--- src/rtl/sec32_encoder.sv ---
// sec32_encoder -- two-stage valid/ready pipeline that appends 8 SEC check
// bits to each 32-bit data word, bit-compatible with the companion 32-bit
// SEC corrector.
//
// Optional feature: define SEC32_ENC_ERRINJ_EN to compile single-bit error
// injection (err_inj/err_pos). Without it those inputs are accepted but
// ignored and every codeword is clean.
//
// Ports
//   clk        : clock, all state on its rising edge
//   rst        : asynchronous active-high reset
//   flush      : synchronous clear of both stage valids
//   in_valid   : in_data valid
//   in_ready   : block accepts in_data this cycle
//   in_data    : data word d[31:0]
//   out_valid  : codeword valid
//   out_ready  : sink accepts codeword
//   out_data   : data bits of the codeword
//   out_chk    : check bits c[7:0] of the codeword
//   err_inj    : corrupt the word accepted this cycle (feature build only)
//   err_pos    : codeword bit to flip, 0-31 data, 32-39 check, 40-63 none
//   word_cnt   : saturating count of delivered codewords
module sec32_encoder #(
  parameter int CNT_W = 16
) (
  input  logic             clk,
  input  logic             rst,
  input  logic             flush,
  input  logic             in_valid,
  output logic             in_ready,
  input  logic [31:0]      in_data,
  output logic             out_valid,
  input  logic             out_ready,
  output logic [31:0]      out_data,
  output logic [7:0]       out_chk,
  input  logic             err_inj,
  input  logic [5:0]       err_pos,
  output logic [CNT_W-1:0] word_cnt
);

  // Codeword as carried by the output stage: {check, data}.
  typedef struct packed {
    logic [7:0]  chk;
    logic [31:0] data;
  } cw_t;

  // Each check bit is the XOR of 12 data bits; the pattern must match the
  // corrector's syndrome decode exactly, so it is spelled out bit by bit.
  function automatic logic [7:0] calc_chk(input logic [31:0] d);
    logic [7:0] c;
    c[0] = d[0]  ^ d[4]  ^ d[8]  ^ d[12] ^ d[16] ^ d[17] ^ d[18] ^ d[19]
         ^ d[20] ^ d[21] ^ d[22] ^ d[23];
    c[1] = d[1]  ^ d[5]  ^ d[9]  ^ d[13] ^ d[24] ^ d[25] ^ d[26] ^ d[27]
         ^ d[28] ^ d[29] ^ d[30] ^ d[31];
    c[2] = d[2]  ^ d[6]  ^ d[10] ^ d[14] ^ d[16] ^ d[17] ^ d[18] ^ d[19]
         ^ d[24] ^ d[25] ^ d[26] ^ d[27];
    c[3] = d[3]  ^ d[7]  ^ d[11] ^ d[15] ^ d[20] ^ d[21] ^ d[22] ^ d[23]
         ^ d[28] ^ d[29] ^ d[30] ^ d[31];
    c[4] = d[16] ^ d[20] ^ d[24] ^ d[28] ^ d[0]  ^ d[1]  ^ d[2]  ^ d[3]
         ^ d[4]  ^ d[5]  ^ d[6]  ^ d[7];
    c[5] = d[17] ^ d[21] ^ d[25] ^ d[29] ^ d[8]  ^ d[9]  ^ d[10] ^ d[11]
         ^ d[12] ^ d[13] ^ d[14] ^ d[15];
    c[6] = d[18] ^ d[22] ^ d[26] ^ d[30] ^ d[0]  ^ d[1]  ^ d[2]  ^ d[3]
         ^ d[8]  ^ d[9]  ^ d[10] ^ d[11];
    c[7] = d[19] ^ d[23] ^ d[27] ^ d[31] ^ d[4]  ^ d[5]  ^ d[6]  ^ d[7]
         ^ d[12] ^ d[13] ^ d[14] ^ d[15];
    return c;
  endfunction

  // Stage 1: raw input word
  logic        s1_vld_q,  s1_vld_d;
  logic [31:0] s1_data_q, s1_data_d;
  // Stage 2: finished codeword, drives the outputs directly
  logic        s2_vld_q,  s2_vld_d;
  cw_t         s2_cw_q,   s2_cw_d;
  logic [CNT_W-1:0] cnt_q, cnt_d;

  logic s2_adv, s1_adv, in_fire, out_fire;
  cw_t  s1_cw;

`ifdef SEC32_ENC_ERRINJ_EN
  // Pending injection travels with the word in S1 and is applied at S2 load.
  logic       s1_inj_q, s1_inj_d;
  logic [5:0] s1_pos_q, s1_pos_d;
`else
  logic unused_errinj;
  assign unused_errinj = ^{err_inj, err_pos};
`endif

  // Handshake control. flush blocks every handshake in its cycle; rst
  // forces in_ready low for as long as it is held.
  always_comb begin
    s2_adv   = !s2_vld_q || out_ready;
    s1_adv   = !s1_vld_q || s2_adv;
    in_ready = !rst && !flush && s1_adv;
    in_fire  = in_valid && in_ready;
    out_fire = s2_vld_q && out_ready && !flush;
  end

  // Codeword built from S1, including the optional single-bit flip.
  always_comb begin
    s1_cw.data = s1_data_q;
    s1_cw.chk  = calc_chk(s1_data_q);
`ifdef SEC32_ENC_ERRINJ_EN
    if (s1_inj_q)
      s1_cw = s1_cw ^ cw_t'(40'd1 << s1_pos_q);
`endif
  end

  always_comb begin
    s1_vld_d  = s1_vld_q;
    s1_data_d = s1_data_q;
    s2_vld_d  = s2_vld_q;
    s2_cw_d   = s2_cw_q;
    cnt_d     = cnt_q;
`ifdef SEC32_ENC_ERRINJ_EN
    s1_inj_d  = s1_inj_q;
    s1_pos_d  = s1_pos_q;
`endif
    if (flush) begin
      s1_vld_d = 1'b0;
      s2_vld_d = 1'b0;
`ifdef SEC32_ENC_ERRINJ_EN
      s1_inj_d = 1'b0;
`endif
    end else begin
      if (s2_adv) begin
        s2_vld_d = s1_vld_q;
        // Only load payload when a word is actually moving so the output
        // bus does not toggle on bubbles.
        if (s1_vld_q)
          s2_cw_d = s1_cw;
      end
      if (s1_adv) begin
        s1_vld_d = in_fire;
        if (in_fire)
          s1_data_d = in_data;
`ifdef SEC32_ENC_ERRINJ_EN
        // Positions 40-63 name no codeword bit, so they never arm a flip.
        s1_inj_d = in_fire && err_inj && (err_pos < 6'd40);
        if (in_fire)
          s1_pos_d = err_pos;
`endif
      end
      if (out_fire && (cnt_q != {CNT_W{1'b1}}))
        cnt_d = cnt_q + 1'b1;
    end
  end

  always_ff @(posedge clk or posedge rst) begin
    if (rst) begin
      s1_vld_q  <= 1'b0;
      s1_data_q <= '0;
      s2_vld_q  <= 1'b0;
      s2_cw_q   <= '0;
      cnt_q     <= '0;
`ifdef SEC32_ENC_ERRINJ_EN
      s1_inj_q  <= 1'b0;
      s1_pos_q  <= '0;
`endif
    end else begin
      s1_vld_q  <= s1_vld_d;
      s1_data_q <= s1_data_d;
      s2_vld_q  <= s2_vld_d;
      s2_cw_q   <= s2_cw_d;
      cnt_q     <= cnt_d;
`ifdef SEC32_ENC_ERRINJ_EN
      s1_inj_q  <= s1_inj_d;
      s1_pos_q  <= s1_pos_d;
`endif
    end
  end

  assign out_valid = s2_vld_q;
  assign out_data  = s2_cw_q.data;
  assign out_chk   = s2_cw_q.chk;
  assign word_cnt  = cnt_q;

endmodule

--- config.mk ---
export PLATFORM = sky130hd
export DESIGN_NAME = sec32_encoder
export DESIGN_NICKNAME = d
export VERILOG_FILES = /design/src/rtl/sec32_encoder.sv
export SDC_FILE = /design/constraint.sdc
export NUM_CORES = 1
export LEC_CHECK = 0
export ABC_AREA = 1
export CORE_ASPECT_RATIO = 1.75
export CORE_MARGIN = 10
export CORE_UTILIZATION = 56
export DETAILED_ROUTE_END_ITERATION = 7
export GPL_TIMING_DRIVEN = 0
export PLACE_DENSITY = 0.86
export SLEW_MARGIN = 0
export SYNTH_ARGS = -nofsm -noshare
export SYNTH_HDL_FRONTEND = slang
export SYNTH_SLANG_ARGS = --single-unit
--- constraint.sdc ---
create_clock -name clk -period 5.05 [get_ports clk]
set_input_delay 0.505 -clock clk [delete_from_list [all_inputs] [get_ports clk]]
set_output_delay 0.505 -clock clk [all_outputs]
set_load 0.05 [all_outputs]
==> results of run 1 <==
[registers in the layout, summed over array words and instances (netlist names)]
signal     flops
out_chk        8
out_data      32
out_valid      1
s1_data_q     32
s1_vld_q       1
word_cnt      16
[through the flow]
stage	power (mW)	hold slack, ns	setup slack (ns)	util
global route	3.726	0.5041	2.391	0.7411
detailed placement	2.746	0.4651	2.473	0.7019
floorplan	2.224	0.5096	2.210	-
finish	3.516	0.4769	2.479	0.7411
global placement	2.696	0.4609	0.9792	0.6985
CTS	3.520	0.4813	2.472	0.7411
[layout make-up]
| cell class | instances | area (sq um) |
|---|---|---|
| Sequential cell | 90 | 2252 |
| Tap cell | 117 | 146.4 |
| Clock buffer | 9 | 225.2 |
| Fill cell | 678 | 2260 |
| Multi-Input combinational cell | 456 | 2335 |
| Clock inverter | 7 | 116.4 |
| Inverter | 61 | 231.5 |
| Timing Repair Buffer | 95 | 968.4 |
| Buffer | 33 | 192.7 |
[path summary, 6_finish.rpt]
check	from	end	slack, ns	cells after the start
setup / recovery	out_ready	in_ready	2.48	6
hold / removal	out_data[2]	out_data[2]	0.48	2
setup reg to reg	word_cnt[0]	word_cnt[14]	3.22	6
hold reg to reg	out_data[2]	out_data[2]	0.48	2
max in group asynchronous	rst	out_data[3]	3.86	3
min in group asynchronous	rst	out_valid	0.57	2
[power breakdown]
part,internal (mW),total [mW],switching [mW]
Combinational,0.587,1.70,1.12
Sequential,0.902,1.04,0.142
Clock,0.483,0.769,0.285
[metal layers]
metal	part of all wire	vias to the layer above	track usage
met4	0.049	0	0.1189
li1	-	2182	-
met2	0.55	143	0.4022
met3	0.056	43	0.06859
met1	0.34	2117	0.1984
met5	0	-	0
[placed cells by master (no fill, tap or decap), types with 12 or more instances in the layout]
cell type | netlist | final
o21ai_0 | 31 | 31
nand2_1 | 223 | 223
mux2_2 | 12 | 12
clkdlybuf4s50_1 | 0 | 94
xor2_1 | 30 | 30
xnor2_1 | 30 | 30
buf_2 | 19 | 19
nor2_1 | 44 | 44
dfrtp_1 | 90 | 90
a21oi_1 | 20 | 20
inv_1 | 59 | 58
nand3_1 | 39 | 39
[cell families after synthesis]
| family | after synthesis | share of synthesized area |
|---|---|---|
| xor+xnor | 63 | 0.1147 |
| simple gates | 327 | 0.2658 |
| buf+inv | 94 | 0.08418 |
| fa+ha+maj | 1 | 0.002498 |
| mux | 13 | 0.02923 |
| compound gates | 52 | 0.05396 |
| flops | 90 | 0.4497 |
[worst min-delay path: stages, from the launching register on]
cell and delay (ns):
dfrtp_1 0.34, nand2_1 0.05, nand2_1 0.05
==> flow_metrics.env, run 1 <==
export IMPL_synth_seq_cells=90
export IMPL_clkLatencyLatePin_ns=0.35
export IMPL_hpwl_um=10920
export IMPL_skew_ns=0.006949
export IMPL_grt_pass1_vias=4756
export IMPL_path_cells="clkdlybuf4s50_1 -> nor2_1 -> nand2_1 -> nand2_1 -> inv_1 -> clkdlybuf4s50_1"
export IMPL_fin_crit_sh=0.5090
export IMPL_crit_arrival_ns=2.07
export IMPL_layout_drive_gt1_share=0.09854
export IMPL_numCtsBuffers=9
export IMPL_status="finished, final reports clean"
export IMPL_drt_pass1_iterations=4
export IMPL_clk_pin_slew_worst_paths_ns=0.07
export IMPL_final_cell_area_sq_mm=0.006467
export IMPL_detail_route_antenna_nets=0
export IMPL_cts_sinks=90
export IMPL_synth_area_top_cells="dfrtp_1 45%, nand2_1 17%, xnor2_1 5.2%"
export IMPL_overflow=0
export IMPL_io_buffers=94
export IMPL_vias_per_cell=5.167
export IMPL_end_kind="output pin"
export IMPL_fin_nets=791
export IMPL_grt_pass1_wl_um=23280
export IMPL_ctsResizeCount=0
export IMPL_design_portCount=102
export IMPL_die_area_sq_mm=0.01328
export IMPL_track_usage=0.2165
export IMPL_core_sq_mm=0.008727
export IMPL_area_growth_pct=29.13
export IMPL_fp_dieW_um=91.49
export IMPL_drv_cap=0
export IMPL_tritoncts="done"
export IMPL_routed_wl_um=14000
export IMPL_power_density_mw_per_mm2=543.7
export IMPL_tns_ns=0
export IMPL_max_freq_mhz=389.0
export IMPL_ctsHtreeMaxLevel=3
export IMPL_drv_slew=0
export IMPL_relSlewSlack=0.6290
export IMPL_grt_max_degree=55
export IMPL_p_leak_nw=3.233
export IMPL_synth_cell_types=27
export IMPL_ys_warn_count=0
export IMPL_netlist_area_sq_mm=0.005009
export IMPL_syn_nets=685
export IMPL_setup_viol=0
export IMPL_cts_setup_buffers=0
export IMPL_clk_path_buf_depth=2
export IMPL_critPathTopFamily="buffers and inverters"
export IMPL_yosysMostFrequentCell="nand2_1"
export IMPL_slowest_delay_ns=0.81
export IMPL_antenna_cells=0
export IMPL_ys_flop_type="dfrtp_1"
export IMPL_drc=0
export IMPL_gp_congestion=0.9155
export IMPL_fin_cells=868
export IMPL_cp_num_buf_inv=3
export IMPL_synth_common_cells="223 x nand2_1, 90 x dfrtp_1, 59 x inv_1, 44 x nor2_1, 39 x nand3_1"
export IMPL_cts_hold_buf=0
export IMPL_place_inst=852
export IMPL_yosysSeqAreaShare=0.4497
export IMPL_hold_viol_final=0
export IMPL_avgSynthCellArea_sq_um=7.826
export IMPL_drtIter0Drc=231
export IMPL_worstPathMaxFanout=2
export IMPL_yosysTopAreaCell="dfrtp_1"
export IMPL_synthCells=640
export IMPL_crit_type="primary input to output pin"
export IMPL_min_period_ns=2.571
export IMPL_cp_slowest_cell="clkdlybuf4s50_1"
export IMPL_worstMarginPinSlew_ns=0.5548
export IMPL_wire_per_inst_um=16.13
export IMPL_dr_total_vias=4485
export IMPL_antenna_found_initial=0
export IMPL_synth_edf_count=0
export IMPL_critPathLaunchType="primary input"
export IMPL_hp_class="register to register"
export IMPL_rsz0062_at_grt="false"
export IMPL_yosysTopAreaCellShare=0.4497
export IMPL_irDropWorstVdd_mv=0.3916
export IMPL_start_util=0.5739
export IMPL_worstPathRequired_ns=4.55
export IMPL_die_y_um=145.1
export IMPL_ys_async_sr_fraction=1.000
export IMPL_dpl_instance_area_sq_mm=0.006126
export IMPL_cts_root_buf="clkbuf_16"
export IMPL_rows=45
No activity file was read; power rests on OpenSTA's default activity.
==> inputs of run 2 (changes only) <==
CORE_UTILIZATION = 52   (was 56)
PLACE_DENSITY = 0.81   (was 0.86)
clock period = 2.7 ns   (was 5.05 ns; I/O delays follow)
==> run 2 against run 1 <==
  * Die area up 6.3%
  * Utilization down 5.7 points
  * Cell count increased by 0.58%
  * Flip-flop and latch count unchanged
  * Clock power is 90% higher
  * Clock-buffer cell count is the same
  * Setup slack got worse by 1.9 ns
==> flow_metrics.env, run 2 (synthesis results as in run 1) <==
export IMPL_setup_viol=0
export IMPL_total_power_mw=6.592
export IMPL_rows=47
export IMPL_end_kind="output pin"
export IMPL_startpoint="out_valid"
export IMPL_die_y_um=149.8
export IMPL_p_seq_frac=0.297
export IMPL_grt_pass1_wl_um=22740
export IMPL_numCtsBuffers=9
export IMPL_irDropWorstVdd_mv=0.7534
export IMPL_worstPathRequired_ns=2.43
export IMPL_fin_nets=791
export IMPL_crit_arrival_ns=1.88
export IMPL_hp_class="primary input to asynchronous set/reset pin"
export IMPL_critPathLaunchType="register"
export IMPL_hpwl_um=10800
export IMPL_wire_per_inst_um=15.83
export IMPL_drtIter0Drc=260
export IMPL_hold_ws_ns=0.3127
export IMPL_cts_hold_buf=0
export IMPL_swShare=0.4392
export IMPL_design_portCount=102
export IMPL_dr_total_vias=4429
export IMPL_ctsResizeCount=0
export IMPL_antenna_cells=0
export IMPL_drv_slew=0
export IMPL_path_cells="inv_1 -> nor2_1 -> nand2_1 -> nand2_1 -> inv_1 -> clkdlybuf4s50_1"
export IMPL_grt_pass1_vias=4715
export IMPL_min_period_ns=2.155
export IMPL_fin_cells=873
export IMPL_area_growth_pct=29.40
export IMPL_slowest_delay_ns=0.81
export IMPL_fin_crit_sh=0.7980
export IMPL_core_sq_mm=0.009468
export IMPL_worstMarginPinSlew_ns=0.5620
export IMPL_drv_cap=0
export IMPL_pwr_share_comb=0.482
export IMPL_grt_max_degree=57
export IMPL_layout_drive_gt1_share=0.09854
export IMPL_routed_wl_um=13820
export IMPL_place_inst=857
export IMPL_clkLatencyLatePin_ns=0.35
export IMPL_intPower_mw=3.697
export IMPL_cts_sinks=90
export IMPL_fill_cells=758
export IMPL_rr_startpoint="word_cnt[0]"
export IMPL_vias_per_cell=5.073
export IMPL_status="finished, final reports clean"
export IMPL_cts_root_buf="clkbuf_16"
export IMPL_gp_congestion=0.9151
export IMPL_worstPathMaxFanout=3
export IMPL_io_buffers=94
export IMPL_p_sw_mw=2.896
export IMPL_drc=0
export IMPL_clock_power_share=0.222
export IMPL_die_area_sq_mm=0.01411
export IMPL_rsz0062_at_grt="false"
export IMPL_antenna_found_initial=0
export IMPL_start_util=0.5290
export IMPL_max_freq_mhz=464.1
export IMPL_overflow=0
export IMPL_clk_pin_slew_worst_paths_ns=0.07
export IMPL_layout_common_cells="223 x nand2_1, 94 x clkdlybuf4s50_1, 90 x dfrtp_1"
export IMPL_mostFrequentLayoutCell="nand2_1"
export IMPL_drt_pass1_iterations=4
export IMPL_cts_setup_buffers=0
export IMPL_clk_path_buf_depth=2
export IMPL_ctsHtreeMaxLevel=3
export IMPL_fp_dieW_um=94.19
export IMPL_hold_viol_final=0
export IMPL_power_density_mw_per_mm2=1017
export IMPL_relSlewSlack=0.6242
export IMPL_tritoncts="done"
export IMPL_detail_route_antenna_nets=0
export IMPL_skew_ns=0.009493
export IMPL_p_leak_nw=3.234
export IMPL_track_usage=0.2045
export IMPL_crit_type="register to output pin"
export IMPL_cp_slowest_cell="clkdlybuf4s50_1"
[run 2: cell types whose count changed in the layout (fill, tap and decap cells not counted)]
cell      before  now
clkinv_4       0    1
inv_6          1    2
clkinv_2       2    0
[run 2: power by group through the flow]
stage / clock (mW) / sequential, mW / combinational (mW)
finish: 1.46 / 1.96 / 3.17
global route: 1.52 / 1.99 / 3.46
CTS: 1.47 / 1.95 / 3.19
detailed placement: 0 / 1.97 / 3.16
global placement: 0 / 1.96 / 3.09
floorplan: 0 / 2.82 / 1.34
[run 2: stage by stage]
step           setup TNS [ns]  area [sq um]  utilization  worst slack, ns
2_1_floorplan               0          5009            -          0.09474
3_3_place_gp          -106.10          6102       0.6445           -1.186
5_1_grt                     0          6481       0.6846           0.4584
6_report                    0          6481       0.6846           0.5455
3_5_place_dp                0          6132       0.6477           0.5645
4_1_cts                     0          6481       0.6846           0.5253
[run 2: final cells by class]
type | count | area, sq um | share of cell area
Clock buffer | 9 | 225.2 | 0.03475
Multi-Input combinational cell | 456 | 2335 | 0.3602
Sequential cell | 90 | 2252 | 0.3475
Tap cell | 122 | 152.6 | 0.02355
Clock inverter | 7 | 123.9 | 0.01911
Timing Repair Buffer | 95 | 968.4 | 0.1494
Buffer | 33 | 192.7 | 0.02973
Inverter | 61 | 231.5 | 0.03571
[run 2: worst max-delay path: cells and delay by family, from the launching register on]
family | cells | cell delay [ns]
flops | 1 | 0.40
buf+inv | 3 | 0.95
simple gates | 3 | 0.18
[run 2: final timing paths]
check / to / slack, ns / cells after the start
worst min register to register: out_data[12] / 0.48 / 2
worst max-delay path: in_ready / 0.55 / 6
worst max register to register: word_cnt[4] / 0.97 / 8
max in group asynchronous: out_data[3] / 1.74 / 3
worst min-delay path: out_data[11] / 0.31 / 2
min in group clk: out_data[12] / 0.48 / 2
[run 2: routing by layer]
layer  global-route usage  wire (um)  up-vias
met4              0.09847        609        0
met5                    0          0        -
met3              0.05717        756       35
li1                     -          -     2182
met2               0.3869       7818      118
met1               0.1914       4632     2094
==> inputs of run 3 (changes only) <==
CORE_UTILIZATION = 47   (was 52)
PLACE_DENSITY = 0.77   (was 0.81)
clock period = 1.9 ns   (was 2.7 ns; I/O delays follow)
==> run 3 against run 2 <==
  * Sequential power rose by 42%
  * Hold slack got worse by 0.011 ns
  * First-iteration DRC count fell by 20%
  * Clock skew fell by 0.0015 ns
  * Combinational power rose by 43%
  * Critical path type unchanged
  * Largest cell class unchanged
==> flow_metrics.env, run 3 (synthesis results as in run 1) <==
export IMPL_fin_nets=792
export IMPL_p_leak_nw=3.224
export IMPL_place_ws_ns=-0.07528
export IMPL_wire_per_inst_um=15.87
export IMPL_skew_ns=0.008039
export IMPL_fin_ws_ns=0.05512
export IMPL_drv_cap=0
export IMPL_numCtsBuffers=9
export IMPL_critPathTopFamily="buffers and inverters"
export IMPL_end_kind="output pin"
export IMPL_r2r_slack_ns=0.23
export IMPL_worstPathRequired_ns=1.71
export IMPL_hold_viol_final=0
export IMPL_drtIter0Drc=207
export IMPL_overflow=0
export IMPL_timing_rr_end="word_cnt[6]"
export IMPL_crit_type="register to output pin"
export IMPL_design_portCount=102
export IMPL_drv_slew=0
export IMPL_hp_class="primary input to asynchronous set/reset pin"
export IMPL_max_freq_mhz=542.0
export IMPL_crit_arrival_ns=1.65
export IMPL_fp_dieW_um=98.04
export IMPL_drc=0
export IMPL_io_buffers=94
export IMPL_antenna_cells=0
export IMPL_mostFrequentLayoutCell="nand2_1"
export IMPL_grt_max_degree=35
export IMPL_tritoncts="done"
export IMPL_core_sq_mm=0.01036
export IMPL_start_util=0.4834
export IMPL_final_cell_area_sq_mm=0.006482
export IMPL_die_y_um=156.6
export IMPL_wl_met3_um=946
export IMPL_dr_total_vias=4432
export IMPL_rsz0062_at_grt="false"
export IMPL_cts_hold_buf=0
export IMPL_worstRegToRegCells=8
export IMPL_antenna_found_initial=0
export IMPL_met2RoutedLength_um=7904
export IMPL_worstMarginPinSlew_ns=0.6215
export IMPL_grt_pass1_wl_um=22470
export IMPL_total_power_mw=9.233
export IMPL_relSlewSlack=0.5848
export IMPL_die_area_sq_mm=0.01535
export IMPL_critPathLaunchType="register"
export IMPL_worstPathMaxFanout=5
export IMPL_setup_viol=0
export IMPL_power_density_mw_per_mm2=1424
export IMPL_drt_pass1_iterations=4
export IMPL_min_period_ns=1.845
export IMPL_cts_setup_buffers=0
export IMPL_layout_drive_gt1_share=0.1024
export IMPL_layout_common_cells="223 x nand2_1, 93 x clkdlybuf4s50_1, 88 x dfrtp_1"
export IMPL_grt_pass1_vias=4716
export IMPL_cp_num_buf_inv=1
export IMPL_cts_sinks=90
export IMPL_path_cells="clkdlybuf4s50_1"
export IMPL_fin_crit_sh=0.9710
export IMPL_gp_congestion=0.9066
export IMPL_dpl_instance_area_sq_mm=0.006155
export IMPL_routed_wl_um=13950
export IMPL_status="finished, final reports clean"
export IMPL_rows=49
export IMPL_clk_path_buf_depth=2
export IMPL_ctsHtreeMaxLevel=3
export IMPL_wl_met1_um=4781
export IMPL_area_growth_pct=29.43
export IMPL_slowest_delay_ns=0.86
export IMPL_hpwl_um=11040
export IMPL_irDropWorstVdd_mv=0.7837
export IMPL_top_layer_used="met4"
export IMPL_rr_startpoint="word_cnt[0]"
export IMPL_detail_route_antenna_nets=0
export IMPL_track_usage=0.1801
export IMPL_clkLatencyLatePin_ns=0.34
export IMPL_vias_per_cell=5.042
export IMPL_cts_root_buf="clkbuf_16"
export IMPL_cp_slowest_cell="clkdlybuf4s50_1"
export IMPL_clk_pin_slew_worst_paths_ns=0.06
[run 3: changes by cell type in the layout (fill, tap and decap cells not counted), moves of 2 or more]
cell / change
dfrtp_1: -2
dfrtp_2: +2
clkinv_4: +2
buf_12: +2
[run 3: through the flow]
step                      utilization  setup TNS [ns]  hold WS (ns)  instances
after CTS                      0.6255               0        0.3141        879
after global routing           0.6256               0        0.3398        879
after global placement         0.5901          -25.14        0.4606        861
after floorplan                     -               0        0.2495        640
final                          0.6256               0        0.3015        879
after detailed placement       0.5940        -0.07528        0.4657        863
[run 3: where the power goes]
group | internal [mW] | leakage [nW] | switching (mW)
sequential | 2.40 | 1.07 | 0.382
combinational | 1.56 | 2.00 | 2.97
clock | 1.16 | 0.156 | 0.758
total | 5.13 | 3.22 | 4.11
[run 3: worst max path at each step]
stage / from / to / slack (ns) / depth (start not counted)
after floorplan: out_valid / s1_data_q[4] / 0.06 / 8
after CTS: word_cnt[6] / word_cnt[6] / 0.06 / 1
after global placement: rst / word_cnt[0] / -0.40 / 2
after global routing: out_valid / in_ready / 0.01 / 6
after detailed placement: out_ready / in_ready / -0.08 / 6
final: word_cnt[14] / word_cnt[14] / 0.06 / 1
[run 3: what timing repair did]
| item | 4_1_cts | 5_1_grt |
|---|---|---|
| gates cloned | 0 | 0 |
| resized for setup | 1 | 1 |
| endpoints found under the setup margin | 1 | 1 |
[run 3: routing by layer]
metal	GRT usage	vias to the layer above
met3	0.06041	25
met4	0.08275	0
li1	-	2187
met5	0	-
met2	0.3514	121
met1	0.1594	2099
[run 3: layout make-up]
cell class	count	area (sq um)
clock inverters	7	102.6
clock buffers	9	225.2
repair buffers	96	980.9
fillers	892	3879
inverters	61	232.7
well taps	127	158.9
flip-flops and latches	90	2255
multi-input cells	456	2335
plain buffers	33	192.7
